$ cat src/rtl/seq_serializer.sv
// seq_serializer: parallel-in / serial-out framing stage feeding the sequence
// detector's cin. Words are taken over a valid/ready handshake and shifted
// out MSB first, one bit per enabled clock, with optional inter-word gap.
// Optional feature macro: SERIALIZER_PARITY_EN appends an even-parity bit
// after the data bits of every frame.
//
// state   | meaning
// --------+-----------------------------------------------------------
// S_IDLE  | waiting for a word; din_ready=1, no bit on cout
// S_SHIFT | frame in progress; cout carries the current bit
// S_GAP   | GAP enabled idle cycles between frames; din_ready=0
module seq_serializer #(
   parameter int WIDTH = 10,
   parameter int GAP   = 0
) (
   input  logic             clk,
   input  logic             rst,
   input  logic [WIDTH-1:0] din,
   input  logic             din_valid,
   output logic             din_ready,
   input  logic             en,
   output logic             cout,
   output logic             cout_valid,
   output logic             busy,
   output logic             done
);

   localparam int CW         = $clog2(WIDTH + 1);
   localparam int GW         = (GAP > 0) ? $clog2(GAP + 1) : 1;
   localparam int GAP_LAST_I = (GAP > 0) ? GAP - 1 : 0;
`ifdef SERIALIZER_PARITY_EN
   localparam int LAST_I     = WIDTH;
`else
   localparam int LAST_I     = WIDTH - 1;
`endif
   localparam logic [CW-1:0] LAST     = CW'(LAST_I);
   localparam logic [GW-1:0] GAP_LAST = GW'(GAP_LAST_I);

   typedef enum logic [1:0] {
      S_IDLE  = 2'd0,
      S_SHIFT = 2'd1,
      S_GAP   = 2'd2
   } state_t;

   state_t           state_q, state_d;
   logic [WIDTH-1:0] sreg_q, sreg_d;
   logic [CW-1:0]    cnt_q, cnt_d;
   logic [GW-1:0]    gap_q, gap_d;
   logic             last_bit;
`ifdef SERIALIZER_PARITY_EN
   logic             par_q, par_d;
`endif

   // last bit of the frame is being consumed this cycle
   assign last_bit = (cnt_q == LAST) && en;

   // state and datapath registers
   always_ff @(posedge clk or posedge rst) begin
      if (rst) begin
         state_q <= S_IDLE;
         sreg_q  <= '0;
         cnt_q   <= '0;
         gap_q   <= '0;
`ifdef SERIALIZER_PARITY_EN
         par_q   <= 1'b0;
`endif
      end else begin
         state_q <= state_d;
         sreg_q  <= sreg_d;
         cnt_q   <= cnt_d;
         gap_q   <= gap_d;
`ifdef SERIALIZER_PARITY_EN
         par_q   <= par_d;
`endif
      end
   end

   // next-state, datapath update and output decode
   always_comb begin
      state_d    = state_q;
      sreg_d     = sreg_q;
      cnt_d      = cnt_q;
      gap_d      = gap_q;
`ifdef SERIALIZER_PARITY_EN
      par_d      = par_q;
`endif
      din_ready  = 1'b0;
      cout       = 1'b0;
      cout_valid = 1'b0;
      busy       = 1'b0;
      done       = 1'b0;

      case (state_q)
         S_IDLE: begin
            din_ready = 1'b1;
            if (din_valid) begin
               sreg_d  = din;
               cnt_d   = '0;
`ifdef SERIALIZER_PARITY_EN
               par_d   = ^din;
`endif
               state_d = S_SHIFT;
            end
         end

         S_SHIFT: begin
            cout_valid = 1'b1;
            busy       = 1'b1;
`ifdef SERIALIZER_PARITY_EN
            cout       = (cnt_q == CW'(WIDTH)) ? par_q : sreg_q[WIDTH-1];
`else
            cout       = sreg_q[WIDTH-1];
`endif
            // back-to-back reload is only possible when no gap follows
            din_ready  = last_bit && (GAP == 0);
            if (en) begin
               if (cnt_q == LAST) begin
                  done = 1'b1;
                  if (GAP > 0) begin
                     gap_d   = '0;
                     state_d = S_GAP;
                  end else if (din_valid) begin
                     sreg_d  = din;
                     cnt_d   = '0;
`ifdef SERIALIZER_PARITY_EN
                     par_d   = ^din;
`endif
                  end else begin
                     state_d = S_IDLE;
                  end
               end else begin
                  sreg_d = {sreg_q[WIDTH-2:0], 1'b0};
                  cnt_d  = cnt_q + CW'(1);
               end
            end
         end

         S_GAP: begin
            busy = 1'b1;
            if (en) begin
               if (gap_q == GAP_LAST) begin
                  state_d = S_IDLE;
               end else begin
                  gap_d = gap_q + GW'(1);
               end
            end
         end

         default: begin
            state_d = S_IDLE;
         end
      endcase
   end

endmodule

$ cat config.mk
export PLATFORM = sky130hd
export DESIGN_NAME = seq_serializer
export DESIGN_NICKNAME = d
export VERILOG_FILES = /design/src/rtl/seq_serializer.sv
export SDC_FILE = /design/constraint.sdc
export NUM_CORES = 1
export LEC_CHECK = 0
export CORE_UTILIZATION = 54
export CTS_BUF_LIST = sky130_fd_sc_hd__clkbuf_4
export CTS_CLUSTER_SIZE = 12
export DETAILED_ROUTE_END_ITERATION = 16
export PLACE_DENSITY = 0.92
export SYNTH_ARGS = -nofsm -noshare
export SYNTH_HDL_FRONTEND = slang
export SYNTH_SLANG_ARGS = --single-unit
$ cat constraint.sdc
create_clock -name clk -period 3.7 [get_ports clk]
set_input_delay 0.74 -clock clk [delete_from_list [all_inputs] [get_ports clk]]
set_output_delay 0.74 -clock clk [all_outputs]
set_load 0.02 [all_outputs]
## Word level (Yosys, flattened, before mapping)

Cells that the tools add are included.

| storage, ports and cells | value |
|---|---|
| bits in registers | 17 |
| input port bits | 14 |
| logic and storage cells | 45 |

| operators by class | value |
|---|---|
| $add $sub $neg | 2 |
| equality and inequality tests | 9 |
| multiplexer cells | 23 |
| reduce and logical (&&, ||, !) cells | 7 |

Operators with widths:

| kind | number |
|---|---|
| 10-bit two-way mux | 3 |
| 10-bit one-hot mux with 2 select lines | 1 |
| 2-bit two-way mux | 6 |
| 4-bit two-way mux | 3 |
| 2-bit != test, second input constant | 6 |
| 4-bit one-hot mux with 2 select lines | 1 |
| 1-bit two-way mux | 7 |
| 2-bit one-hot mux with 3 select lines | 1 |
| 6-bit AND reduction | 1 |
| 4-bit by 1-bit adder with 4-bit output, second input constant | 1 |
| 4-bit equality test, second input constant | 1 |
| 2-bit AND reduction | 2 |
| 2-bit by 1-bit equality test with 1-bit output, second input constant | 1 |
| 2-bit equality test, second input constant | 1 |
| 2-bit zero test | 1 |
| 1-bit one-hot mux with 2 select lines | 1 |
| 2-bit nonzero test | 1 |
| 2-bit OR reduction | 1 |
| 1-bit adder, second input constant | 1 |
| 1-bit logical AND | 1 |

## Longest topological paths before layout

| logic depth | value |
|---|---|
| depth in word-level cells | 4 |
| gate-level depth with buffers | 7 |
| mapped depth without buffers | 6 |

## Least setup slack after synthesis

OpenSTA, ideal clock, no wires.

| path | value |
|---|---|
| path kind | input port to output port |
| from | input en |
| to | output done |
| arrival time | 1156 ps |
| data required time | 2960 ps |
| setup slack | 1804 ps |
| cell stages on the path | 2 |
| path buffers | 0 |
| path through | nand2_1 -> nor2_1 |

| between the ends | value |
|---|---|
| word-level cells in the longest chain between the ends | 2 |

RTL lines:

| what | line | RTL |
|---|---|---|
| from (decl) | 21 | `input logic en,` |
| 1-bit two-way mux | 116 | `if (en) begin` |
| 1-bit two-way mux | 93 | `case (state_q)` |
| to (decl) | 25 | `output logic done` |

No other way between the ends.

## Worst setup path after layout

| path | value |
|---|---|
| from | input en |
| to | output din_ready |

| between the ends | value |
|---|---|
| word-level cells in the longest chain between the ends | 2 |

RTL lines:

| what | line | RTL |
|---|---|---|
| 1-bit logical AND | 55 | `assign last_bit = (cnt_q == LAST) && en;` |
| 1-bit one-hot mux with 2 select lines | 93 |  |
| to (decl) | 20 | `output logic din_ready,` |

No other way between the ends.

==> impl_metrics.csv <==
group,metric,value,unit
run_status,outcome,"finished clean",
clocking,clk_pin_slew_worst_paths,90,ps
clocking,ctsResizeCount,0,
clocking,clockBufferDepth,2,
synthesis,yosys_register_bits,15,
synthesis,yosysWarningCount,0,
clocking,hold_buffers,0,
floorplanning,dieArea,1640,µm²
synthesis,synth.area.top_cells,"dfrtp_1 47%, o221a_1 9.9%, or2b_1 6.6%",
sta,rsz0062_at_grt,"false",
placement,dp_hpwl,1.04,mm
power,p_per_area,576,nW/µm²
grt,grt_antenna_before_repair,0,
final_layout,syn2layout_area_growth,25.0,%
final_layout,multi_input_area,383,µm²
critical_path,cp_cell_sequence,"clkdlybuf4s50_1 > inv_1 > o21ai_4 > clkdlybuf4s50_1",
detailed_routing,routed-via-count,561,
floorplanning,die_h,40.5,µm
sta,setup_violations,0,
detailed_routing,detail_route.wl_per_cell,14.4,µm
synthesis,synth-main-ff-cell,"dfrtp_1",
synthesis,yosys.area.top_type_share,46.9,%
clocking,cts_buffers,3,
clocking,clock_latency,290,ps
grt,grt.total_usage,21.6,%
clocking,post_cts_buffers,0,
sta,fmax,0.338,GHz
placement,gp_congestion,0.788,
final_layout,fill_cells,88,
critical_path,crit_path_start,"en",
critical_path,crit_path_end_kind,"output pin",
synthesis,synthArstFlopShare,100,%
clocking,root_buffer,"clkbuf_4",
floorplanning,die_w,40.5,µm
final_layout,final_nets,103,
critical_path,crit_path_max_fanout,5,
critical_path,required,2960,ps
critical_path,arrival,2220,ps
critical_path,start_kind,"input pin",
detailed_routing,drtAntennaViolNets,0,
final_layout,register_area,375,µm²
clocking,cts.sink_count,15,
detailed_routing,drt-vias-per-instance,5.55,
synthesis,yosys-top-cells-count,"15 x dfrtp_1, 7 x o221a_1, 7 x or2b_1, 4 x inv_1, 4 x nand2b_1",
floorplanning,pin_count,19,
worst_hold_path,hp-class,"reg2reg",
clocking,cts_tree,"yes",
detailed_routing,drt-initial-drc-count,14,
grt,grt_overflow_total,0,
placement,port_buffers,18,
grt,grt_pass1_vias,486,
job,cap_violations,0,
final_layout,drive_gt1_share,14.0,%
synthesis,synth_cell_types,26,
final_layout,fin_cells,101,
sta,finalCritPeriodShare,80.0,%
detailed_routing,drc,0,
synthesis,syn_area,800,µm²
critical_path,crit_top_cell,"clkdlybuf4s50_1",
grt,grt_max_degree,16,
critical_path,timing.rr.start,"cnt_q[0]",
sta,slew_violations,0,
sta,tns,0,ps
synthesis,yosysTopAreaCell,"dfrtp_1",
floorplanning,core-area,1330,µm²
worst_hold_path,min_from,"cnt_q[0]",
detailed_routing,finalWirelength,1.45,mm
synthesis,ys_seq_area_share,46.9,%
synthesis,synth_fp_nets,83,
floorplanning,start_util,59.9,%
synthesis,synth_most_common_cell,"dfrtp_1",
sta,worst_pin_slew,573,ps
sta,relSlewSlack,61.7,%
sta,layout_min_cycle_time,2960,ps
critical_path,critical_path_class,"in2out",
placement,dp.cells,97,
power,p_leak,0.000422,µW
final_layout,insertedDiodeCount,0,
sta,clock_skew,6.73,ps
critical_path,slowest_delay,630,ps
power,ir_drop,0.320,mV
grt,grt_pass1_wl,2.20,mm
critical_path,slowest_stage,"clkdlybuf4s50_1",
detailed_routing,dr.pass1.iters,4,
synthesis,synth-edff-count,0,
synthesis,syn_avg_cell_area,11.9,µm²
floorplanning,placementRows,13,
synthesis,syn-instance-count,67,
clocking,htreeDepth,1,
sta,hold_violations,0,
-- kinds of logic (layout without fill, tap and decap cells) --
family                   after synthesis  count (layout)  share of synthesized area (%)
AND/OR/NAND/NOR                       23              23                           20.3
adder cells (fa/ha/maj)                2               2                           3.13
AO/OA/AOI/OAI                         18              18                           21.9
multiplexers                           2               2                           2.50
flip-flops                            15              15                           46.9
buffers and inverters                  7              26                           5.16
-- where the power goes --
| part | internal [µW] | switching, µW | total [µW] |
|---|---|---|---|
| Sequential | 224 | 45.6 | 270 |
| Clock | 40.2 | 56.3 | 96.5 |
| Combinational | 121 | 88.4 | 210 |
| Total | 386 | 190 | 576 |
-- layout by cell type, fill, tap and decap left out, drive strengths merged, types with 3 or more instances in the layout --
| cell type | synthesis | final |
|---|---|---|
| or2b | 7 | 7 |
| inv | 4 | 4 |
| o221a | 9 | 9 |
| clkdlybuf4s50 | 0 | 18 |
| dfrtp | 15 | 15 |
| nand2b | 4 | 4 |
| a21oi | 3 | 3 |
| nand2 | 4 | 4 |
| nand3 | 3 | 3 |
| clkbuf | 0 | 3 |
-- per-stage QoR --
step	hold slack [ps]	power (µW)	area (µm²)	util (%)	setup WS, ps
2_1_floorplan	503	424	800	-	1800
3_3_place_gp	521	474	972	72.9	769
3_5_place_dp	533	482	972	72.9	749
4_1_cts	546	581	1000	75.0	743
5_1_grt	565	612	1000	75.0	674
6_report	541	576	1000	75.0	740
-- sequential cells by signal (all words and copies together), names as in the netlist --
register and flops:
cnt_q 4, state_q 1, sreg_q 10
-- worst paths after layout --
| path | to | slack [ps] | depth (start not counted) |
|---|---|---|---|
| worst max-delay path | din_ready | 740 | 4 |
| worst min-delay path | cnt_q[0] | 540 | 1 |
| worst max register to register | sreg_q[3] | 2040 | 5 |
| worst min register to register | cnt_q[0] | 540 | 1 |
| max in group asynchronous | state_q[0] | 2520 | 2 |
| min in group asynchronous | sreg_q[7] | 800 | 2 |
-- critical path: cells and delay by family --
kind,cells,cell delay [ps]
AOI/OAI and AO/OA,1,200
buffers and inverters,3,1280
-- per-layer routing --
metal | global-route usage, % | share of wire, % | vias up
li1 | - | - | 282
met1 | 30.5 | 49 | 262
met2 | 29.8 | 46 | 14
met3 | 6.67 | 4.1 | 3
met4 | 10.0 | 1.0 | 0
met5 | 0 | 0 | -
-- cell type report --
| type | instances | share of cell area (%) |
|---|---|---|
| multi-input combinational | 45 | 38.3 |
| timing repair buffer | 18 | 18.0 |
| sequential | 15 | 37.5 |
| inverter | 4 | 1.50 |
| clock buffer | 3 | 2.25 |
| tap | 15 | 1.88 |
| clock inverter | 1 | 0.501 |
(Power assumes the default switching activity.)
